==> src/rtl/clkdiv_cfg_if.sv <==
// -----------------------------------------------------------------------------
// clkdiv_cfg_if
// Configuration channel for clkdiv_ctrl.
//
// Handshake: the master holds cfg_valid with cfg_div/cfg_high stable. A
// transfer happens on a clockin posedge where cfg_valid && cfg_ready. The slave
// answers an invalid transfer with a one-cycle cfg_err pulse on the following
// cycle. Without cfg_ready, nothing is consumed and cfg_err stays low.
//
// Signals:
//   cfg_valid  master -> slave  config offer
//   cfg_div    master -> slave  requested divide ratio N
//   cfg_high   master -> slave  requested high time H (clockin cycles)
//   cfg_ready  slave -> master  slave can take a config this cycle
//   cfg_err    slave -> master  one-cycle pulse: last transfer rejected
// -----------------------------------------------------------------------------
interface clkdiv_cfg_if #(
  parameter int CW = 8
);
  logic          cfg_valid;
  logic [CW-1:0] cfg_div;
  logic [CW-1:0] cfg_high;
  logic          cfg_ready;
  logic          cfg_err;

  modport master (
    output cfg_valid,
    output cfg_div,
    output cfg_high,
    input  cfg_ready,
    input  cfg_err
  );

  modport slave (
    input  cfg_valid,
    input  cfg_div,
    input  cfg_high,
    output cfg_ready,
    output cfg_err
  );
endinterface

==> src/rtl/clkdiv_ctrl.sv <==
// -----------------------------------------------------------------------------
// clkdiv_ctrl
// Programmable, glitch-free clock divider controller. It produces a registered
// divided clock with a run-time divide ratio N and high time H. Start and stop
// happen only on period boundaries. A new configuration is held in a one-deep
// pending register and is applied at the next period boundary, or at once
// when the divider is idle.
//
// Ports:
//   clockin      sole clock (posedge)
//   reset        asynchronous active-low reset
//   enable       level request to run the divider
//   cfg          config channel (clkdiv_cfg_if.slave; handshake in that file)
//   clockout     divided clock, registered: H cycles high, N-H cycles low
//   period_tick  registered pulse during the last cycle of each period
//   active       high while RUN or STOPPING
//   cur_div      divide ratio currently in effect
//   dbg_state_o  FSM state (0 IDLE, 1 RUN, 2 STOPPING)
// -----------------------------------------------------------------------------
module clkdiv_ctrl #(
  parameter int CW       = 8,
  parameter int DEF_DIV  = 6,
  parameter int DEF_HIGH = 3
) (
  input  logic          clockin,
  input  logic          reset,
  input  logic          enable,
  clkdiv_cfg_if.slave   cfg,
  output logic          clockout,
  output logic          period_tick,
  output logic          active,
  output logic [CW-1:0] cur_div,
  output logic [1:0]    dbg_state_o
);

  typedef enum logic [1:0] {
    S_IDLE = 2'd0,
    S_RUN  = 2'd1,
    S_STOP = 2'd2
  } state_e;

  localparam logic [CW-1:0] ONE      = CW'(1);
  localparam logic [CW-1:0] TWO      = CW'(2);
  localparam logic [CW-1:0] DEF_N    = CW'(DEF_DIV);
  localparam logic [CW-1:0] DEF_H    = CW'(DEF_HIGH);

  state_e        state_q, state_d;
  logic [CW-1:0] cnt_q, cnt_d;
  logic [CW-1:0] div_q, div_d;
  logic [CW-1:0] high_q, high_d;
  logic [CW-1:0] pend_div_q, pend_div_d;
  logic [CW-1:0] pend_high_q, pend_high_d;
  logic          pend_full_q, pend_full_d;
  logic          clk_out_q, clk_out_d;
  logic          tick_q, tick_d;
  logic          cfg_err_q, cfg_err_d;

  logic          last_cyc;
  logic          xfer;
  logic          cfg_ok;
  logic          apply;
  logic          run_d;

  always_comb begin
    state_d     = state_q;
    cnt_d       = cnt_q;
    div_d       = div_q;
    high_d      = high_q;
    pend_div_d  = pend_div_q;
    pend_high_d = pend_high_q;
    pend_full_d = pend_full_q;
    cfg_err_d   = 1'b0;

    // cnt stays 0 in IDLE and N >= 2, so last_cyc only fires on a real boundary.
    last_cyc = (cnt_q == div_q - ONE);

    case (state_q)
      S_IDLE: begin
        cnt_d = '0;
        if (enable) state_d = S_RUN;
      end
      S_RUN: begin
        cnt_d = last_cyc ? '0 : cnt_q + ONE;
        if (!enable) state_d = S_STOP;
      end
      S_STOP: begin
        // Counting continues so a re-enable resumes without a phase jump.
        cnt_d = last_cyc ? '0 : cnt_q + ONE;
        if (enable)        state_d = S_RUN;
        else if (last_cyc) state_d = S_IDLE;
      end
      default: begin
        state_d = S_IDLE;
        cnt_d   = '0;
      end
    endcase

    // Transfer and apply are mutually exclusive: a transfer needs an empty
    // pending register, an apply needs a full one. A config accepted on a
    // boundary edge therefore waits for the following boundary.
    xfer   = cfg.cfg_valid && !pend_full_q;
    cfg_ok = (cfg.cfg_div >= TWO) && (cfg.cfg_high != '0) &&
             (cfg.cfg_high < cfg.cfg_div);
    apply  = pend_full_q && ((state_q == S_IDLE) || last_cyc);

    if (apply) begin
      div_d       = pend_div_q;
      high_d      = pend_high_q;
      pend_full_d = 1'b0;
    end

    if (xfer) begin
      if (cfg_ok) begin
        pend_div_d  = cfg.cfg_div;
        pend_high_d = cfg.cfg_high;
        pend_full_d = 1'b1;
      end else begin
        cfg_err_d = 1'b1;
      end
    end

    // Outputs are computed from the next cnt and the config in effect for it,
    // so clockout/period_tick line up with cnt in the cycle they are visible.
    run_d     = (state_d != S_IDLE);
    clk_out_d = run_d && (cnt_d < high_d);
    tick_d    = run_d && (cnt_d == div_d - ONE);
  end

  always_ff @(posedge clockin or negedge reset) begin
    if (!reset) begin
      state_q     <= S_IDLE;
      cnt_q       <= '0;
      div_q       <= DEF_N;
      high_q      <= DEF_H;
      pend_div_q  <= '0;
      pend_high_q <= '0;
      pend_full_q <= 1'b0;
      clk_out_q   <= 1'b0;
      tick_q      <= 1'b0;
      cfg_err_q   <= 1'b0;
    end else begin
      state_q     <= state_d;
      cnt_q       <= cnt_d;
      div_q       <= div_d;
      high_q      <= high_d;
      pend_div_q  <= pend_div_d;
      pend_high_q <= pend_high_d;
      pend_full_q <= pend_full_d;
      clk_out_q   <= clk_out_d;
      tick_q      <= tick_d;
      cfg_err_q   <= cfg_err_d;
    end
  end

  assign cfg.cfg_ready = ~pend_full_q;
  assign cfg.cfg_err   = cfg_err_q;
  assign clockout      = clk_out_q;
  assign period_tick   = tick_q;
  assign active        = (state_q != S_IDLE);
  assign cur_div       = div_q;
  assign dbg_state_o   = state_q;

endmodule

==> src/flat_wrapper.sv <==
// flat-port wrapper written by rule: the top's interface ports become plain ports
module clkdiv_ctrl_flat 
#(
  parameter int CW       = 8,
  parameter int DEF_DIV  = 6,
  parameter int DEF_HIGH = 3
)
  (clockin, reset, enable, clockout, period_tick, active, cur_div, dbg_state_o, cfg_cfg_valid, cfg_cfg_div, cfg_cfg_high, cfg_cfg_ready, cfg_cfg_err);
  clkdiv_cfg_if #(.CW(CW)) cfg_i ();
  input  logic clockin;
  input  logic reset;
  input  logic enable;
  output logic clockout;
  output logic period_tick;
  output logic active;
  output logic [CW-1:0] cur_div;
  output logic [1:0] dbg_state_o;
  input wire logic [$bits(cfg_i.cfg_valid)-1:0] cfg_cfg_valid;
  input wire logic [$bits(cfg_i.cfg_div)-1:0] cfg_cfg_div;
  input wire logic [$bits(cfg_i.cfg_high)-1:0] cfg_cfg_high;
  output wire logic [$bits(cfg_i.cfg_ready)-1:0] cfg_cfg_ready;
  output wire logic [$bits(cfg_i.cfg_err)-1:0] cfg_cfg_err;
  assign cfg_i.cfg_valid = cfg_cfg_valid;
  assign cfg_i.cfg_div = cfg_cfg_div;
  assign cfg_i.cfg_high = cfg_cfg_high;
  assign cfg_cfg_ready = cfg_i.cfg_ready;
  assign cfg_cfg_err = cfg_i.cfg_err;
  clkdiv_ctrl #(.CW(CW), .DEF_DIV(DEF_DIV), .DEF_HIGH(DEF_HIGH)) u_core (.clockin(clockin), .reset(reset), .enable(enable), .cfg(cfg_i), .clockout(clockout), .period_tick(period_tick), .active(active), .cur_div(cur_div), .dbg_state_o(dbg_state_o));
endmodule
==> config.mk <==
export PLATFORM = sky130hd
export DESIGN_NAME = clkdiv_ctrl_flat
export DESIGN_NICKNAME = d
export VERILOG_FILES = /design/src/rtl/clkdiv_cfg_if.sv /design/src/rtl/clkdiv_ctrl.sv /design/src/flat_wrapper.sv
export SDC_FILE = /design/constraint.sdc
export NUM_CORES = 1
export LEC_CHECK = 0
export CAP_MARGIN = 0
export CORE_ASPECT_RATIO = 1.75
export CORE_MARGIN = 3
export CORE_UTILIZATION = 30
export DETAILED_ROUTE_END_ITERATION = 8
export SLEW_MARGIN = 5
export SYNTH_ARGS = -nofsm -noshare
export SYNTH_HDL_FRONTEND = slang
export SYNTH_SLANG_ARGS = --single-unit
==> constraint.sdc <==
create_clock -name clockin -period 5 [get_ports clockin]
set_input_delay 1.25 -clock clockin [delete_from_list [all_inputs] [get_ports clockin]]
set_output_delay 1.25 -clock clockin [all_outputs]
set_load 0.02 [all_outputs]
### Word level (Yosys, flattened, before mapping)

Index checks and enable logic that the tools add are counted.
Widths: inputs -> output; s select.

* $add $sub $neg: 3
* magnitude comparators: 3
* equal/unequal tests: 4
* multiplexer cells: 14
* bitwise logic cells: 1
* reduce and logical (&&, ||, !) cells: 14

Operators by type and width (number)
* $mux 8: 4
* $eq 8x8->1: 2
* $lt 8x8->1: 2
* $sub 8x1->8 const B: 2
* $add 8x1->8 const B: 1
* $ge 8x2->1 const B: 1
* $mux 2: 4
* $reduce_bool 8->1: 1
* $logic_and 1x1->1: 6
* $pmux 2 s3: 1
* $mux 1: 5
* $reduce_bool 2->1: 2
* $eq 2x1->1 const B: 1
* $eq 2x2->1 const B: 1
* $logic_not 2->1: 1
* $reduce_and 2->1: 1
* $reduce_or 2->1: 1
* $logic_not 1->1: 1
* $logic_or 1x1->1: 1
* $not 1->1: 1

* bits in registers: 46

### Longest topological paths before layout

Gate-level depths: netlist of run 1.

* word-level depth: 8
* gate-level depth with buffers: 16
* gate-level depth less buffers: 13

### Worst setup path after synthesis of run 1

No wires, ideal clock.

* kind: input to register
* from: in cfg_cfg_div[1]
* to: reg u_core.pend_div_q[7]
* data arrival time: 3620 ps
* setup slack: 1255 ps
* stages on the path: 11
* buffers on the path: 1
* path through: inv_1 > ha_1 > a21o_1 > a21o_1 > a21o_1 > a21o_1 > a21o_1 > a21o_1 > a211oi_2 > buf_2 > mux2_2

* cells in the longest elaborated chain, start to end: 4

RTL lines
* start: declaration: RTL line flat_wrapper.sv:19 `input wire logic [$bits(cfg_i.cfg_div)-1:0] cfg_cfg_div;`
* $ge 8x2->1: RTL line clkdiv_ctrl.sv:102 `cfg_ok = (cfg.cfg_div >= TWO) && (cfg.cfg_high != '0) &&`
* $logic_and 1x1->1: RTL line clkdiv_ctrl.sv:102
* $logic_and 1x1->1 (*): RTL line clkdiv_ctrl.sv:102
* $reduce_and 2->1 (no source line) (*)
* end signal: assignment: RTL line clkdiv_ctrl.sv:146 `pend_div_q <= pend_div_d;`
* end: declaration: RTL line clkdiv_ctrl.sv:51 `logic [CW-1:0] pend_div_q, pend_div_d;`

Every way passes the cells marked *; elsewhere a longest branch is shown, timed or not.
A chain may end at the register's enable or synchronous reset.

### Worst setup path after layout of run 1

* from: reg u_core.div_q[1], in the netlist u_core.cur_div[1]
* to: reg u_core.tick_q, in the netlist u_core.period_tick

* cells in the longest elaborated chain, start to end: 8

RTL lines
* start: declaration: RTL line clkdiv_ctrl.sv:49 `logic [CW-1:0] div_q, div_d;`
* start signal: assignment: RTL line clkdiv_ctrl.sv:144 `div_q <= div_d;`
* $sub 8x1->8: RTL line clkdiv_ctrl.sv:75 `last_cyc = (cnt_q == div_q - ONE);`
* $eq 8x8->1: RTL line clkdiv_ctrl.sv:75
* $logic_or 1x1->1: RTL line clkdiv_ctrl.sv:104 `apply = pend_full_q && ((state_q == S_IDLE) || last_cyc);`
* $logic_and 1x1->1: RTL line clkdiv_ctrl.sv:104
* $mux 8: RTL line clkdiv_ctrl.sv:106 `if (apply) begin`
* $sub 8x1->8: RTL line clkdiv_ctrl.sv:126 `tick_d = run_d && (cnt_d == div_d - ONE);`
* $eq 8x8->1: RTL line clkdiv_ctrl.sv:126
* $logic_and 1x1->1 (*): RTL line clkdiv_ctrl.sv:126
* named net u_core.tick_d: RTL line clkdiv_ctrl.sv:55 `logic tick_q, tick_d;`
* end signal: assignment: RTL line clkdiv_ctrl.sv:150 `tick_q <= tick_d;`
* end: declaration: RTL line clkdiv_ctrl.sv:55

The timed path passes the listed nets; every way through them passes the cells marked *.

==> results of run 1 <==
## path summary, 6_finish.rpt
kind | from | cells after the start | end
max reg2reg | u_core.cur_div[1] | 12 | u_core.period_tick
max | u_core.cur_div[1] | 12 | u_core.period_tick
min reg2reg | u_core.high_q[4] | 2 | u_core.high_q[4]
min in group asynchronous | reset | 1 | u_core.cur_div[3]
max in group asynchronous | reset | 1 | u_core.pend_high_q[6]
min | u_core.high_q[4] | 2 | u_core.high_q[4]
## flip-flops by register name, indices dropped and copies added, names as in the netlist
register,count
u_core.pend_full_q,1
u_core.pend_div_q,8
u_core.dbg_state_o,2
u_core.pend_high_q,8
u_core.clockout,1
u_core.high_q,8
u_core.cur_div,8
u_core.period_tick,1
u_core.cnt_q,8
u_core.cfg.cfg_err,1
## placed cells by master (no fill, tap or decap), types with 2 or more instances in the layout
master,n
a211o_1,2
a211oi_1,2
a21o_1,9
a21oi_1,10
a221oi_2,2
a31oi_1,3
and2_1,3
and3_1,2
and4_1,3
buf_4,2
clkbuf_1,2
clkbuf_16,5
clkdlybuf4s50_1,33
dfrtp_1,42
dfstp_2,4
ha_1,21
inv_1,25
mux2_2,20
mux2i_1,11
nand2_1,8
nand2b_1,3
nand3_1,6
nand4_1,4
nor2_1,18
nor2b_1,2
nor3_1,9
nor4_1,7
nor4b_1,2
o21ai_0,8
or2_2,2
xnor2_1,14
xor2_1,9
## cell type report
cell class | count | area (um^2) | share of cell area, %
Multi-Input combinational cell | 198 | 1620 | 46.3
Sequential cell | 46 | 1160 | 32.9
Timing Repair Buffer | 36 | 350 | 9.98
Tap cell | 122 | 153 | 4.35
Clock buffer | 7 | 133 | 3.78
Inverter | 25 | 93.8 | 2.67
## power breakdown
group | leakage [nW] | switching (mW) | internal, mW | total (mW)
sequential | 0.560 | 0.173 | 0.544 | 0.717
combinational | 1.00 | 0.603 | 0.547 | 1.15
clock | 0.0640 | 0.128 | 0.183 | 0.311
total | 1.63 | 0.903 | 1.27 | 2.18
## cell families after synthesis
group           share of synthesized area [%]
compound gates                           10.8
xor+xnor                                 8.48
fa+ha+maj                                8.99
buf+inv                                  4.84
flops                                    39.6
mux                                      12.0
simple gates                             15.3
## synthesized netlist by cell type (all sizes together)
cell type   n
nand2       8
o211ai      1
xor2        9
o21ai       8
a211oi      3
a2111o      1
a22oi       1
nand4b      1
o2111a      1
nor4        8
nor2       18
mux2i      11
inv        25
xor3        1
and2        3
a211o       2
o21ba       1
a31oi       3
dfrtp      42
mux2       21
and3        2
xnor2      14
nor3       11
and4        3
nand3       6
nand4       4
nand2b      3
buf         7
nor2b       2
nor3b       1
nand3b      1
and3b       1
a221oi      3
dfstp       4
xnor3       1
or2         2
nor4b       2
a21oi      10
a31o        1
a21o        9
ha         21
## worst register-to-register path: stages (launching register included)
cell,delay (ns)
dfstp_2,0.58
inv_1,0.05
ha_1,0.26
o21ba_2,0.23
a221oi_1,0.47
nor3_1,0.10
a2111o_1,0.51
mux2i_1,0.35
ha_1,0.31
xor3_1,0.45
nor2_1,0.13
nand4_1,0.12
a221oi_2,0.22
## layer usage
| metal | GRT usage, % | vias up | part of all wire [%] |
|---|---|---|---|
| met5 | 0 | - | 0 |
| met4 | 9.30 | 0 | 5.4 |
| met3 | 2.11 | 20 | 3.1 |
| met2 | 25.6 | 46 | 55 |
| met1 | 13.6 | 1042 | 37 |
| li1 | - | 1055 | - |
## per-stage QoR
stage / utilization [%] / instance area [um^2] / hold slack, ns / std cells / worst slack, ns
finish: 37.1 / 3510 / 0.496 / 434 / 1.11
detailed placement: 35.7 / 3380 / 0.486 / 427 / 0.882
CTS: 37.1 / 3510 / 0.503 / 434 / 1.12
global placement: 35.7 / 3380 / 0.479 / 427 / 0.943
global route: 37.1 / 3510 / 0.519 / 434 / 0.974
floorplan: - / 2920 / 0.457 / 276 / 1.26
==> impl_results.md, run 1 <==
- Global-route wire length before repair: 11.4 mm
- Buffers and inverters on the worst path: 1
- Vias in the first global route: 2265
- Cells after Synth: 276
- Seq/Total Area, Yosys: 39.6%
- Final net count: 353
- Die Y: 137 um
- Worst ir drop on vdd: 0.000200 V
- DR vias: 2163
- Synth top area share: 36.0%
- Total chip power: 2.18 mW
- Die area: 11000 um^2
- IO Pins: 35
- Crit path cell chain: inv_1 -> ha_1 -> o21ba_2 -> a221oi_1 -> nor3_1 -> a2111o_1 -> mux2i_1 -> ha_1 -> xor3_1 -> nor2_1 -> nand4_1 -> a221oi_2
- Post-synth cell types: 48
- Initial antenna violation count: 0
- Ratio of final minimum period to clock period: 77.8%
- F_max: 257 MHz
- Clock Pin Slew Worst Setup and Hold Paths: 0.06 ns
- Cell at the root of the clock tree: clkbuf_16
- Syn_area_per_cell: 10.6 um^2
- Min cycle time layout: 3.89 ns
- Final Hold Viols: 0
- Worst path slowest cell: dfstp_2
- Clock Sinks: 46
- PwrDens: 621 nW/um^2
- Max-Cap Viols: 0
- Seq cells post-synth: 46
- Port bufs: 34
- Iter 0 DRT Violations: 66
- Worst slew pin tran: 1.01 ns
- Pre-Repair DR Iteration Count: 4
- Core area: 9470 um^2
- CTS buffer count: 5
- CP required: 5.19 ns
- Critical path peak fanout: 6
- Tot GR Track Use: 13.8%
- Largest net degree at the start of global routing: 47
- Final ANT Viol Nets: 0
- Most used cell, CP: ha_1
- Worst-Skew Late Latency: 0.29 ns
- Dominant cells by area after synthesis: dfrtp_1, ha_1, mux2_2
- HPWL after detailed placement: 5.70 mm
- Postcts setup bufs: 0
- Post-CTS Resized: 0
- Reg2reg setup slack: 1.11 ns
- Area grow syn2layout: 20.1%
- WP data arrival: 4.08 ns
- DRT Wirelength: 7.13 mm
- GP Congestion: 0.860
- Gr ovfl total: 0
- Slew Viols, Final: 0
- Synth Warn #: 0
- CP Capture Type: flip-flop
- Vias per cell: 4.98
- Post-synthesis instance area: 2920 um^2
- Synth Net Count: 317
- CP max stage delay: 0.58 ns
- Clock Skews: 0.00253 ns
- Sum Neg Setup Slack: 0 ns
- Fillers: 926
- Slew margin rel.: 32.6%
- Crit-path leading delay family: compound AO/OA/AOI/OAI gates
- Final setup viols: 0
- Largest area contributor in the synthesized netlist: dfrtp_1
- CTS tree: yes
- HP Class: reg2reg
- Starting Density: 30.9%
- RSZ-0062 raised after global routing: no
- Drc violations: 0
- CP Launch Type: flip-flop
- H-tree depth: 2
- Status: completed
- Share of cells above drive strength 1: 14.1%
- Clock buffer depth: 2
- Crit path kind: reg2reg
- Cell Rows: 47
- Post-DR wirelength/cell: 16.4 um
- CTS Hold Bufs: 0
- Die Span X: 80.6 um
- Ant. Diodes: 0
- P_leak: 1.63 nW
Note: power is estimated with default switching activity, not from simulation.
==> inputs of run 2 (changes only) <==
- clock period: 5 -> 3.3 ns (I/O delays scaled with it)
==> run 2 against run 1 <==
  * First-iteration DRC count is 9.1% higher
  * Register-to-register slack worse by 0.96 ns
  * Cell area is 12% higher
  * Worst hold slack better by 0.0011 ns
  * Critical path type is now in2reg
  * Largest cell class unchanged
==> impl_results.md, run 2 (synthesis results as in run 1) <==
- CTS Hold Bufs: 0
- CTS tree: yes
- Cell Rows: 47
- GP Congestion: 0.875
- Final ANT Viol Nets: 0
- Ratio of final minimum period to clock period: 96.7%
- Starting Density: 30.9%
- Buffers and inverters on the worst path: 4
- Worst-Skew Late Latency: 0.29 ns
- Max-Cap Viols: 0
- Die Y: 137 um
- P_leak: 1.85 nW
- CTS buffer count: 5
- Cell at the root of the clock tree: clkbuf_16
- Pre-Repair DR Iteration Count: 4
- WP data arrival: 3.37 ns
- Clock buffer depth: 2
- Gr ovfl total: 0
- Vias in the first global route: 2431
- F_max: 313 MHz
- CP Capture Type: flip-flop
- Die area: 11000 um^2
- Tot GR Track Use: 14.8%
- Placement Cell Area: 3570 um^2
- Clock Pin Slew Worst Setup and Hold Paths: 0.06 ns
- Status: completed
- Initial antenna violation count: 0
- Die Span X: 80.6 um
- Final net count: 385
- Crit path kind: in2reg
- Clock Skews: 0.00657 ns
- Worst path slowest cell: mux2_2
- Clock Sinks: 46
- Share of cells above drive strength 1: 26.7%
- Post-DR wirelength/cell: 16.1 um
- Slew Viols, Final: 0
- Design area: 3930 um^2
- Final setup viols: 0
- Slew margin rel.: 59.2%
- Min cycle time layout: 3.19 ns
- Most used cell, CP: a21o_1
- Drc violations: 0
- HPWL after detailed placement: 5.82 mm
- Worst slew pin tran: 0.613 ns
- Final Hold Viols: 0
- Sum Neg Setup Slack: 0 ns
- Area grow syn2layout: 34.6%
- CP Launch Type: input port
- Crit-path leading delay family: compound AO/OA/AOI/OAI gates
- PwrDens: 934 nW/um^2
- HP Class: reg2reg
- Global-route wire length before repair: 12.1 mm
- CP required: 3.48 ns
- CP max stage delay: 0.32 ns
- Crit path cell chain: dlygate4sd2_1 -> inv_2 -> ha_1 -> a21o_1 -> a21o_1 -> a21o_1 -> a21o_1 -> a21o_1 -> a21o_1 -> a211oi_4 -> buf_6 -> bufbuf_16 -> mux2_2
- Most frequent cells in the layout: dfrtp_1, buf_4, clkdlybuf4s50_1
- Port bufs: 34
- Commonest non-fill, non-tap cell in the layout: dfrtp_1
- H-tree depth: 2
- RSZ-0062 raised after global routing: yes
- Iter 0 DRT Violations: 72
- DR vias: 2301
- DRT Wirelength: 7.50 mm
- Vias per cell: 4.93
- Worst ir drop on vdd: 0.000340 V
- Critical path peak fanout: 4
- IO Pins: 35
- Core area: 9470 um^2
- Ant. Diodes: 0
- Largest net degree at the start of global routing: 28
==> run 2: power by group <==
part	switching [mW]	internal [mW]	leakage [nW]	total, mW
registers	0.245	0.827	0.558	1.07
clock network	0.208	0.300	0.0729	0.507
logic	1.03	1.07	1.22	2.10
total	1.48	2.19	1.85	3.68
==> run 2: worst paths after layout <==
check	depth (start not counted)	slack, ns	from	end
min in group asynchronous	1	0.54	reset	u_core.pend_div_q[0]
max in group asynchronous	2	2.06	reset	u_core.dbg_state_o[0]
max	13	0.11	cfg_cfg_div[1]	u_core.pend_high_q[6]
min	2	0.50	u_core.high_q[4]	u_core.high_q[4]
max reg2reg	13	0.15	u_core.cur_div[1]	u_core.period_tick
min reg2reg	2	0.50	u_core.high_q[4]	u_core.high_q[4]
==> run 2: worst register-to-register path, cell delays in order (launching register included) <==
cell	delay [ns]
dfstp_2	0.53
inv_2	0.04
ha_4	0.20
xnor2_1	0.11
nor2_1	0.17
nand4b_4	0.15
a2111o_1	0.44
buf_6	0.19
mux2i_2	0.22
ha_2	0.23
xor3_1	0.30
nor2_1	0.11
nand4_1	0.13
a221oi_2	0.23
==> run 2: what timing repair did <==
action | 4_1_cts | 5_1_grt
resized for setup | 5 | 16
pin swaps | 3 | 3
cloned | 2 | 0
setup endpoints to repair | 15 | 6
setup buffers | 3 | 7
==> run 2: stage by stage <==
stage	hold slack, ns	util, %	power (mW)	setup WS (ns)	cells
after floorplan	0.457	-	2.35	0.0428	276
after global placement	0.483	37.7	2.94	-0.308	447
after detailed placement	0.484	37.7	2.98	-0.351	447
after CTS	0.500	40.1	3.55	0.0785	460
after global routing	0.532	41.5	3.95	-0.0726	467
final	0.497	41.5	3.68	0.109	467
==> run 2: layout make-up <==
class | count | area [um^2]
multi-input combinational | 198 | 1710
timing repair buffer | 68 | 663
sequential | 46 | 1160
tap | 122 | 153
clock buffer | 6 | 139
inverter | 25 | 93.8
clock inverter | 2 | 12.5
fill | 920 | 5530
==> run 2: layer usage <==
| metal | share of wire, % | wire, um | up-vias | track usage, % |
|---|---|---|---|---|
| met5 | 0 | 0 | - | 0 |
| met4 | 5.7 | 425 | 0 | 9.49 |
| met3 | 3.0 | 228 | 24 | 2.04 |
| met2 | 56 | 4160 | 49 | 27.1 |
| met1 | 36 | 2680 | 1113 | 15.2 |
| li1 | - | - | 1115 | - |
